===== src/rtl/dmem_arbiter.sv =====
// ---------------------------------------------------------------------------
// dmem_arbiter
//
// Shares the single-port data RAM between two requesters:
//   port 0 - CPU control FSM load/store path (LW/SW)
//   port 1 - debug / program-loader port
//
// A round-robin arbiter picks one pending request in IDLE and latches it.
// The latched request then drives the RAM for exactly one ISSUE cycle. Reads
// wait out the fixed RAM latency in WAIT. The read data is then returned to
// the granted port in RESP.
//
// Ports:
//   clk, rst             clock (rising edge), asynchronous active-high reset
//   reqN_valid/we/addr/wdata   request from port N (held until reqN_ready)
//   reqN_ready           one-cycle accept pulse
//   reqN_err             pulses with ready when the address is misaligned
//   reqN_rvalid          one-cycle read-data-valid pulse
//   reqN_rdata           last read data returned to port N (held)
//   mem_rd/mem_wr        single-cycle RAM strobes
//   mem_addr/mem_wdata   RAM address / write data from the latched request
//   mem_rdata            RAM read data, valid RD_LAT cycles after mem_rd
// ---------------------------------------------------------------------------
module dmem_arbiter #(
    parameter int AW     = 32,
    parameter int DW     = 32,
    parameter int RD_LAT = 1    // legal range 1..4
) (
    input  logic          clk,
    input  logic          rst,

    input  logic          req0_valid,
    input  logic          req0_we,
    input  logic [AW-1:0] req0_addr,
    input  logic [DW-1:0] req0_wdata,
    output logic          req0_ready,
    output logic          req0_err,
    output logic          req0_rvalid,
    output logic [DW-1:0] req0_rdata,

    input  logic          req1_valid,
    input  logic          req1_we,
    input  logic [AW-1:0] req1_addr,
    input  logic [DW-1:0] req1_wdata,
    output logic          req1_ready,
    output logic          req1_err,
    output logic          req1_rvalid,
    output logic [DW-1:0] req1_rdata,

    output logic          mem_rd,
    output logic          mem_wr,
    output logic [AW-1:0] mem_addr,
    output logic [DW-1:0] mem_wdata,
    input  logic [DW-1:0] mem_rdata
);

    typedef enum logic [1:0] {
        IDLE  = 2'd0,
        ISSUE = 2'd1,
        WAIT  = 2'd2,
        RESP  = 2'd3
    } state_t;

    localparam logic [2:0] RD_LAT_CNT = 3'(RD_LAT);

    state_t        state;
    state_t        state_nxt;

    logic          last_grant;  // port granted most recently; loses the next tie
    logic          gnt_port;    // port owning the transaction in flight
    logic          lat_we;
    logic [AW-1:0] lat_addr;
    logic [DW-1:0] lat_wdata;
    logic [2:0]    cnt;         // remaining WAIT cycles, including the current one
    logic [DW-1:0] rdata0_q;
    logic [DW-1:0] rdata1_q;

    logic          any_valid;
    logic          pick;
    logic          misaligned;

    // Round-robin pick. Only looked at in IDLE. A single valid port wins
    // outright. On a tie the port that was not granted last time wins.
    always_comb begin
        any_valid = req0_valid | req1_valid;
        if (req0_valid && req1_valid) begin
            pick = ~last_grant;
        end else begin
            pick = req1_valid;
        end
    end

    // Word accesses only; any low address bit set rejects the request.
    assign misaligned = |lat_addr[1:0];

    // -----------------------------------------------------------------------
    // FSM: state register
    // -----------------------------------------------------------------------
    // NOTE: clocked state uses non-blocking assignments so every flop samples
    // the pre-edge values regardless of process evaluation order.
    always_ff @(posedge clk or posedge rst) begin
        if (rst) begin
            state <= IDLE;
        end else begin
            state <= state_nxt;
        end
    end

    // -----------------------------------------------------------------------
    // FSM: next-state logic
    // -----------------------------------------------------------------------
    // NOTE: every combinational output gets a default before the case, so no
    // path leaves a signal unassigned and no latch is inferred.
    always_comb begin
        state_nxt = state;
        case (state)
            IDLE:    if (any_valid) state_nxt = ISSUE;
            ISSUE:   state_nxt = (misaligned || lat_we) ? IDLE : WAIT;
            WAIT:    if (cnt == 3'd1) state_nxt = RESP;
            RESP:    state_nxt = IDLE;
            default: state_nxt = IDLE;
        endcase
    end

    // -----------------------------------------------------------------------
    // FSM: outputs (pure decode of the registered state)
    // -----------------------------------------------------------------------
    always_comb begin
        req0_ready  = 1'b0;
        req1_ready  = 1'b0;
        req0_err    = 1'b0;
        req1_err    = 1'b0;
        req0_rvalid = 1'b0;
        req1_rvalid = 1'b0;
        mem_rd      = 1'b0;
        mem_wr      = 1'b0;
        case (state)
            ISSUE: begin
                req0_ready = ~gnt_port;
                req1_ready =  gnt_port;
                req0_err   = ~gnt_port & misaligned;
                req1_err   =  gnt_port & misaligned;
                mem_wr     = ~misaligned &  lat_we;
                mem_rd     = ~misaligned & ~lat_we;
            end
            RESP: begin
                req0_rvalid = ~gnt_port;
                req1_rvalid =  gnt_port;
            end
            default: ;
        endcase
    end

    // -----------------------------------------------------------------------
    // Request latch, latency countdown and per-port read data registers
    // -----------------------------------------------------------------------
    always_ff @(posedge clk or posedge rst) begin
        if (rst) begin
            last_grant <= 1'b1;
            gnt_port   <= 1'b0;
            lat_we     <= 1'b0;
            lat_addr   <= '0;
            lat_wdata  <= '0;
            cnt        <= '0;
            rdata0_q   <= '0;
            rdata1_q   <= '0;
        end else begin
            case (state)
                IDLE: begin
                    if (any_valid) begin
                        gnt_port   <= pick;
                        last_grant <= pick;
                        lat_we     <= pick ? req1_we    : req0_we;
                        lat_addr   <= pick ? req1_addr  : req0_addr;
                        lat_wdata  <= pick ? req1_wdata : req0_wdata;
                    end
                end
                ISSUE: begin
                    cnt <= RD_LAT_CNT;
                end
                WAIT: begin
                    cnt <= cnt - 3'd1;
                    // Last WAIT cycle: RAM data is valid now.
                    if (cnt == 3'd1) begin
                        if (gnt_port) begin
                            rdata1_q <= mem_rdata;
                        end else begin
                            rdata0_q <= mem_rdata;
                        end
                    end
                end
                default: ;
            endcase
        end
    end

    // The address and write data come straight from the latch. This keeps
    // them stable from ISSUE through WAIT. They also clear with reset.
    assign mem_addr   = lat_addr;
    assign mem_wdata  = lat_wdata;
    assign req0_rdata = rdata0_q;
    assign req1_rdata = rdata1_q;

endmodule


===== config.mk =====
export PLATFORM = sky130hd
export DESIGN_NAME = dmem_arbiter
export DESIGN_NICKNAME = d
export VERILOG_FILES = /design/src/rtl/dmem_arbiter.sv
export SDC_FILE = /design/constraint.sdc
export NUM_CORES = 1
export LEC_CHECK = 0
export CAP_MARGIN = 30
export CORE_ASPECT_RATIO = 1.2
export CORE_MARGIN = 2
export CORE_UTILIZATION = 37
export CTS_BUF_LIST = sky130_fd_sc_hd__clkbuf_4 sky130_fd_sc_hd__clkbuf_8
export DETAILED_ROUTE_END_ITERATION = 8
export PLACE_DENSITY = 0.76
export SLEW_MARGIN = 20
export SYNTH_ARGS = -nofsm -noshare
export SYNTH_HDL_FRONTEND = slang
export SYNTH_SLANG_ARGS = --single-unit

===== constraint.sdc =====
create_clock -name clk -period 4.7 [get_ports clk]
set_clock_uncertainty 0.1 [all_clocks]
set_input_delay 0.94 -clock clk [delete_from_list [all_inputs] [get_ports clk]]
set_output_delay 0.94 -clock clk [all_outputs]
set_load 0.005 [all_outputs]

## Word level (Yosys, flattened, before mapping)

Cells that the tools add are included.

| storage, ports and cells | value |
|---|---|
| logic and storage cells | 51 |
| register bits | 136 |
| bits of input ports | 166 |
| output and inout bits | 136 |

| operators by class | value |
|---|---|
| muxes and demuxes | 17 |
| bitwise gates (word level) | 9 |
| eq/ne operators | 6 |
| $add $sub $neg | 1 |
| reductions and logical operators | 9 |

Operator list:

| cell | number |
|---|---|
| $mux 32 | 2 |
| $mux 1 | 10 |
| $pmux 2 s4 | 1 |
| $mux 2 | 3 |
| $pmux 3 s2 | 1 |
| $reduce_and 3->1 | 2 |
| $and 1x1->1 | 4 |
| $eq 2x2->1 const B | 2 |
| $ne 2x2->1 const B | 2 |
| $not 1->1 | 4 |
| $reduce_and 2->1 | 2 |
| $eq 3x1->1 const B | 1 |
| $sub 3x1->3 const B | 1 |
| $eq 2x1->1 const B | 1 |
| $logic_not 2->1 | 1 |
| $reduce_bool 2->1 | 1 |
| $reduce_or 2->1 | 1 |
| $logic_and 1x1->1 | 1 |
| $logic_or 1x1->1 | 1 |
| $or 1x1->1 | 1 |

## Logic depth before layout (Yosys ltp)

Gate-level depths: netlist of the first run.

| logic depth | value |
|---|---|
| depth in word-level cells | 4 |
| depth in mapped cells | 7 |

## Worst setup path before layout of the first run

No wires, ideal clock.

| timing | value |
|---|---|
| path type | register to output |
| start | reg (tool-made name) |
| end | out req0_err |
| cell stages (with the launch flop) | 5 |
| path slack | 2.672 ns |
| required time | 3.660 ns |
| arrival time | 0.988 ns |
| cell sequence | dfrtp_1 > inv_1 > ha_1 > nor2b_1 > nor2b_1 |

RTL lines:

| what | line | text |
|---|---|---|
| end: declaration | 37 | `output logic req0_err,` |

==> flow_summary.rst, run 1 <==
.. list-table::
   :header-rows: 1

   * - Metric
     - Value
   * - Remaining Overflow, GRT
     - 0
   * - Setup repair after global routing missed its margin
     - false
   * - Fraction of power spent switching nets
     - 32.7%
   * - Peak supply drop
     - 0.320 mV
   * - Sequential area share after synthesis
     - between 50% and 60%
   * - Antenna violations before repair
     - 0
   * - Filler Cells Inserted
     - 1248
   * - Initial drt markers
     - 200
   * - Portion of synthesized cell area occupied by the leading cell type
     - 57.5%
   * - Clock buffers created by TritonCTS
     - 17
   * - Gate power share
     - a little under half
   * - Library cell with the largest summed area after synthesis
     - dfrtp_1
   * - Max cap viols
     - 0
   * - Count of cells along the worst hold path
     - 2
   * - Horiz. Die Dim
     - 119 um
   * - Row count
     - 50
   * - Critical Path End Type
     - output pin
   * - Hold bufs inserted after CTS
     - 0
   * - CP Max Fanout
     - 4
   * - Fraction of layout instances using a drive strength above 1
     - 14.0%
   * - Clock latency at the later pin of the worst-skew pair
     - 430 ps
   * - Root Buffer Master
     - clkbuf_8
   * - Data required time of the critical path
     - between 3000 and 4000 ps
   * - Total count of hold-check failures in the final report
     - 0
   * - Worst setup slack for register-to-register paths
     - 2460 ps
   * - Final Critical Period
     - about 3200 ps
   * - Via count of the first global-routing pass
     - slightly below 5000
   * - Final Routed Wirelength
     - 15.7 mm
   * - Pin count of the biggest net entering global routing
     - 132
   * - Outcome
     - complete, no violations
   * - Final total negative setup slack
     - 0 ps
   * - Utilization after layout
     - between 60% and 70%
   * - Count of pins on the block boundary
     - 302
   * - Number of synthesized register bits
     - 136
   * - Cell area power density
     - 592 nW/um2
   * - Biggest area contributors in the synthesized netlist
     - dfrtp_1 (58%), mux2_2 (12%), mux2i_1 (11%)
   * - Clock transition time at the flip-flop clock pins of the worst setup and hold paths
     - 80 ps
   * - Final slew viol count
     - 0
   * - Initial Utilization
     - 37.7%
   * - Area enclosed by the die boundary
     - 16900 um2
   * - # port buffers
     - 301
   * - Via/cell ratio
     - 4.74
   * - WL/cell
     - approximately 16 um
   * - Die span in y
     - 142 um
   * - Area inside the core boundary
     - 15600 um2
   * - Max Clk Rate
     - just over 300 MHz
   * - CTS Sinks
     - 136
   * - Clock network power share
     - approximately 16%
   * - Post-CTS setup-driven buffer insertion count
     - 0
   * - Number of gates given a new drive strength after cts
     - 0
   * - DRT Pass-1 Iters
     - 4
   * - Number of vias in the routed layout
     - about 4700
   * - Classification of the worst-slack hold path
     - reg -> reg
   * - Tcrit/Tclk final
     - 68.9%
   * - Netlist cell types
     - 30
   * - Worst-Margin Slew
     - 897 ps
   * - Post-synthesis average cell area
     - 12.6 um2
   * - Detailed Place HPWL
     - 12.1 mm
   * - Critical Path Source Type
     - flip-flop
   * - Min Hold Slack
     - 383 ps
   * - Switching power
     - 0.00183 W
   * - All-Layer GR Usage
     - 19.0%
   * - Worst Path Class, Setup
     - reg -> out
   * - Leakage
     - 4.18 nW
   * - Number of nets at the end of the flow
     - 940
   * - Maximum number of buffers from clock root to sink
     - 2
   * - Remaining antenna violation count
     - 0
   * - Area of all sequential standard cells
     - roughly 3400 um2
   * - Area of the multi-input gates
     - ~2300 um2
   * - Gp weighted congestion
     - roughly 0.77
   * - Synthesized instance count
     - roughly 470
   * - Part of the total power dissipated in sequential elements
     - between 30% and 40%
   * - FF-to-FF path depth
     - 6
   * - Endpoint arrival time on the critical path
     - around 2200 ps
   * - Clock tree from TritonCTS
     - built
   * - Area growth from synthesis to layout
     - 60.9%
   * - Depth of the CTS H-tree
     - 4
   * - Max transition margin
     - roughly two fifths
   * - Final count of negative-setup-slack endpoints
     - 0
   * - Post-synth net total
     - 639
   * - Synthesized cell area
     - about 5900 um2
   * - ANT cells
     - 0
   * - Count of unresolved DRC violations after routing
     - 0
   * - First-pass GRT wire length
     - 25.0 mm
   * - Internal Dissipation
     - 0.00376 W
   * - Number of warnings printed during yosys synthesis
     - 0
registers in the layout, indices dropped and copies added, names as in the netlist, named ones only:
register / cells
cnt: 3
gnt_port: 1
last_grant: 1
lat_we: 1
mem_addr: 32
mem_wdata: 32
req0_rdata: 32
req1_rdata: 32
state: 1
stage by stage:
| stage | instance area, um2 | cells | worst slack [ps] | total power [W] |
|---|---|---|---|---|
| after floorplan | 5870 | 466 | 22.2 | 0.00316 |
| after global placement | 9040 | 954 | 1580 | 0.00466 |
| after detailed placement | 9070 | 956 | 1480 | 0.00475 |
| after CTS | 9440 | 988 | 1400 | 0.00567 |
| after global routing | 9450 | 988 | 1270 | 0.00598 |
| final | 9450 | 988 | 1460 | 0.00559 |
cell families (layout without fill, tap and decap cells):
logic type | after synthesis | after routing | synth area share, %
AOI/OAI and AO/OA | 75 | 75 | 6.71
adders and majority gates | 7 | 7 | 1.49
buffers and inverters | 35 | 349 | 3.64
DFF | 136 | 136 | 58.0
muxes | 132 | 132 | 23.9
and+or+nand+nor | 81 | 81 | 6.24
cells in the final DEF (no fill, tap or decap), drive strengths merged:
master / n
nor3b: 2
nor2b: 4
o32a: 1
clkinv: 5
clkdlybuf4s50: 301
a21bo: 1
o21ai: 67
a21oi: 2
clkbuf: 17
a31oi: 1
nor4b: 1
nand2b: 1
a22o: 1
o22ai: 1
and2: 2
nand4b: 1
mux2: 66
nand2: 68
and3: 1
inv: 15
dfstp: 1
ha: 7
dfrtp: 135
nor2: 1
buf: 9
mux2i: 66
a211oi: 1
clkinvlp: 2
worst max-delay path, stage by stage (launching register included):
cell and delay, ps:
dfrtp_1 430, inv_1 130, ha_1 200, nor4b_1 400
clkdlybuf4s50_1 610
cell usage after synthesis:
master,instances
dfrtp_1,135
nand2_1,68
mux2i_1,66
mux2_2,61
o21ai_1,41
o21ai_0,26
buf_2,12
buf_6,8
ha_1,7
inv_1,7
clkbuf_1,6
mux2_1,5
nor2b_1,4
a21oi_1,2
and2_1,2
buf_4,2
a211oi_1,1
a21bo_1,1
a22o_1,1
a31oi_1,1
and3_1,1
dfstp_2,1
nand2b_4,1
nand4b_2,1
nor2_1,1
nor3b_1,1
nor3b_4,1
nor4b_1,1
o22ai_1,1
o32a_1,1
worst paths after layout:
check                       startpoint             end
hold reg to reg            mem_addr[7]     mem_addr[7]
max in group asynchronous          rst  req1_rdata[12]
hold / removal             mem_addr[7]     mem_addr[7]
setup reg to reg              state[0]  req1_rdata[19]
min in group asynchronous          rst  req0_rdata[10]
setup / recovery             flip-flop          mem_rd
power groups by stage:
| stage | Clock [W] | Sequential (W) | Combinational, W |
|---|---|---|---|
| after floorplan | 0 | 0.00211 | 0.00105 |
| after global placement | 0 | 0.00208 | 0.00257 |
| after detailed placement | 0 | 0.00212 | 0.00263 |
| after CTS | 0.000933 | 0.00210 | 0.00264 |
| after global routing | 0.000980 | 0.00216 | 0.00284 |
| final | 0.000902 | 0.00209 | 0.00259 |
per-layer routing:
layer	vias up	routed length [um]	part of all wire (%)	GRT usage [%]
met5	-	0	0	0
met4	0	302	1.9	6.58
met3	19	1230	7.8	6.29
met2	207	8170	52	34.1
met1	2241	6030	38	21.1
li1	2217	-	-	-
area by class of cell:
cell class / count / share of cell area (%)
Multi-Input combinational cell: 295 / 24.0
Tap cell: 208 / 2.75
Timing Repair Buffer: 310 / 32.9
Sequential cell: 136 / 36.0
Clock buffer: 17 / 2.48
Clock inverter: 15 / 1.44
Inverter: 7 / 0.358
Note: power is estimated with default switching activity, not from simulation.
==> run 2: changes to the inputs <==
clock period = 2.6 ns   (was 4.7 ns; I/O delays follow)
==> flow_summary.rst, run 2 (synthesis results as in run 1) <==
.. list-table::
   :header-rows: 1

   * - Metric
     - Value
   * - Leakage
     - 4.25 nW (+1.7%)
   * - Max Clk Rate
     - 401 MHz
   * - Die span in y
     - 142 um (unchanged)
   * - Critical Path End Type
     - output pin
   * - Maximum number of buffers from clock root to sink
     - 2 (unchanged)
   * - All-Layer GR Usage
     - 18.8% (-0.21 points)
   * - DRT Pass-1 Iters
     - 4 (unchanged)
   * - Number of vias in the routed layout
     - 4621 (-1.3%)
   * - Switching power
     - 0.00326 W (+79%)
   * - Count of pins on the block boundary
     - 302 (unchanged)
   * - Worst setup slack for register-to-register paths
     - 510 ps (-1950 ps)
   * - First-pass GRT wire length
     - 24.8 mm (-0.52%)
   * - Antenna violations before repair
     - 0 (unchanged)
   * - Clock network power share
     - 17.1% (+1.0 points)
   * - Row count
     - 50 (unchanged)
   * - Max cap viols
     - 0 (unchanged)
   * - Tcrit/Tclk final
     - a little over nine tenths
   * - Internal Dissipation
     - 0.00708 W (+88%)
   * - Filler Cells Inserted
     - 1246 (-0.16%)
   * - Final Routed Wirelength
     - 15.7 mm (about the same)
   * - Root Buffer Master
     - clkbuf_8
   * - Clock transition time at the flip-flop clock pins of the worst setup and hold paths
     - 80 ps (about the same)
   * - Reg-to-reg critical path endpoint
     - req1_rdata[27]
   * - Number of nets at the end of the flow
     - 944 (+0.43%)
   * - CTS Sinks
     - 136 (unchanged)
   * - Final Critical Period
     - about 2500 ps
   * - Pin count of the biggest net entering global routing
     - 90 (-32%)
   * - Initial Utilization
     - 37.7% (unchanged)
   * - WL/cell
     - 15.9 um (-0.49%)
   * - Area growth from synthesis to layout
     - 63.5%
   * - Total count of hold-check failures in the final report
     - 0 (unchanged)
   * - # port buffers
     - 301 (unchanged)
   * - Critical Path Source Type
     - flip-flop
   * - Via count of the first global-routing pass
     - 4863 (-1.4%)
   * - Hold bufs inserted after CTS
     - 0 (unchanged)
   * - Final slew viol count
     - 0 (unchanged)
   * - Part of the total power dissipated in sequential elements
     - 36.4% (-1.0 points)
   * - Endpoint arrival time on the critical path
     - 1870 ps (-330 ps)
   * - Cell area after placement
     - 9140 um2 (+0.68%)
   * - Horiz. Die Dim
     - 119 um (unchanged)
   * - Most frequent cells in the layout
     - clkdlybuf4s50_1 (299), dfrtp_1 (135), nand2_1 (68), mux2i_1 (66), mux2_2 (61)
   * - Detailed Place HPWL
     - 12.0 mm (-0.49%)
   * - Endpoint of the most critical setup path
     - req1_err
   * - Outcome
     - complete, no violations
   * - Commonest non-fill, non-tap cell in the layout
     - clkdlybuf4s50_1
   * - Clock latency at the later pin of the worst-skew pair
     - 430 ps (about the same)
   * - ANT cells
     - 0 (unchanged)
   * - Critical hold path startpoint
     - mem_addr[5]
   * - Data required time of the critical path
     - 1980 ps (-1680 ps)
   * - Peak supply drop
     - 0.600 mV (+87%)
   * - CP Max Fanout
     - 4 (unchanged)
   * - Cell area power density
     - 1080 nW/um2 (+82%)
   * - Worst-Margin Slew
     - 624 ps (-273 ps)
   * - Initial drt markers
     - 153 (-24%)
   * - Clock buffers created by TritonCTS
     - 17 (unchanged)
   * - Classification of the worst-slack hold path
     - reg -> reg
   * - Final total negative setup slack
     - 0 ps (unchanged)
   * - Depth of the CTS H-tree
     - 4 (unchanged)
   * - Clock tree from TritonCTS
     - built
   * - Fraction of power spent switching nets
     - 31.6% (-1.1 points)
   * - Via/cell ratio
     - 4.66 (-1.7%)
   * - Final std cell area, no fill
     - 9600 um2 (+1.6%)
   * - Area enclosed by the die boundary
     - 16900 um2 (unchanged)
   * - Max transition margin
     - 58.4% (+18 points)
   * - Gp weighted congestion
     - 0.769 (-0.43%)
   * - Gate power share
     - 46.5% (about the same)
   * - Remaining antenna violation count
     - 0 (unchanged)
   * - Fraction of layout instances using a drive strength above 1
     - 15.2% (+1.2 points)
   * - Worst Path Class, Setup
     - reg -> out
   * - Area inside the core boundary
     - 15600 um2 (unchanged)
   * - Count of unresolved DRC violations after routing
     - 0 (unchanged)
   * - FF-to-FF path depth
     - 6 (unchanged)
   * - Setup repair after global routing missed its margin
     - false
   * - Final count of negative-setup-slack endpoints
     - 0 (unchanged)
   * - Remaining Overflow, GRT
     - 0 (unchanged)
==> run 2: what timing repair did <==
item                                    4_1_cts  5_1_grt
hold endpoints to repair                      0        0
endpoints found under the setup margin        3        3
buffers inserted                              1        1
gates resized for setup                       7        4
==> run 2: final cells by class <==
type,count,area (um2),share of cell area (%)
well taps,208,260,2.71
flip-flops and latches,136,3400,35.5
inverters,7,30.0,0.313
multi-input cells,295,2310,24.1
clock inverters,14,165,1.72
repair buffers,314,3190,33.2
clock buffers,18,241,2.52
==> run 2: layer usage <==
| metal | vias to the layer above | global-route usage, % | wire length, um |
|---|---|---|---|
| li1 | 2235 | - | - |
| met1 | 2162 | 20.6 | 6170 |
| met2 | 208 | 33.6 | 8080 |
| met3 | 16 | 7.37 | 1240 |
| met4 | 0 | 5.58 | 232 |
| met5 | - | 0 | 0 |
==> run 2: power groups by stage <==
stage               clock network, W  logic (W)  registers, W
floorplan                          0    0.00190       0.00381
global placement                   0    0.00470       0.00374
detailed placement                 0    0.00481       0.00380
CTS                          0.00182    0.00487       0.00378
global route                 0.00191    0.00526       0.00391
finish                       0.00176    0.00481       0.00376
==> run 2: critical path: stages (launching register included) <==
cell,delay [ps]
dfrtp_1,400
inv_2,100
ha_4,140
and2_1,150
nor2b_2,150
clkdlybuf4s50_1,500
==> run 2: how the worst min path moves through the flow <==
stage / slack, ps / depth (start not counted) / end
global route: 410 / 2 / mem_addr[24]
CTS: 390 / 2 / mem_addr[8]
floorplan: 360 / 2 / lat_we
finish: 380 / 2 / mem_addr[5]
global placement: 360 / 2 / mem_addr[26]
detailed placement: 370 / 2 / mem_addr[5]
==> run 2: through the flow <==
stage	power [W]	setup WS [ps]	util (%)	hold slack (ps)	instances
3_5_place_dp	0.00862	190	58.6	370	958
4_1_cts	0.0105	18.6	61.5	389	991
2_1_floorplan	0.00571	288	-	364	466
3_3_place_gp	0.00844	234	58.6	361	958
5_1_grt	0.0111	2.17	61.6	414	992
6_report	0.0103	106	61.6	383	992
==> run 3: changes to the inputs <==
GPL_ROUTABILITY_DRIVEN = 0   (was not set)
==> results of run 3 <==
Final layout, timing and power as in run 2 (identical DEF).
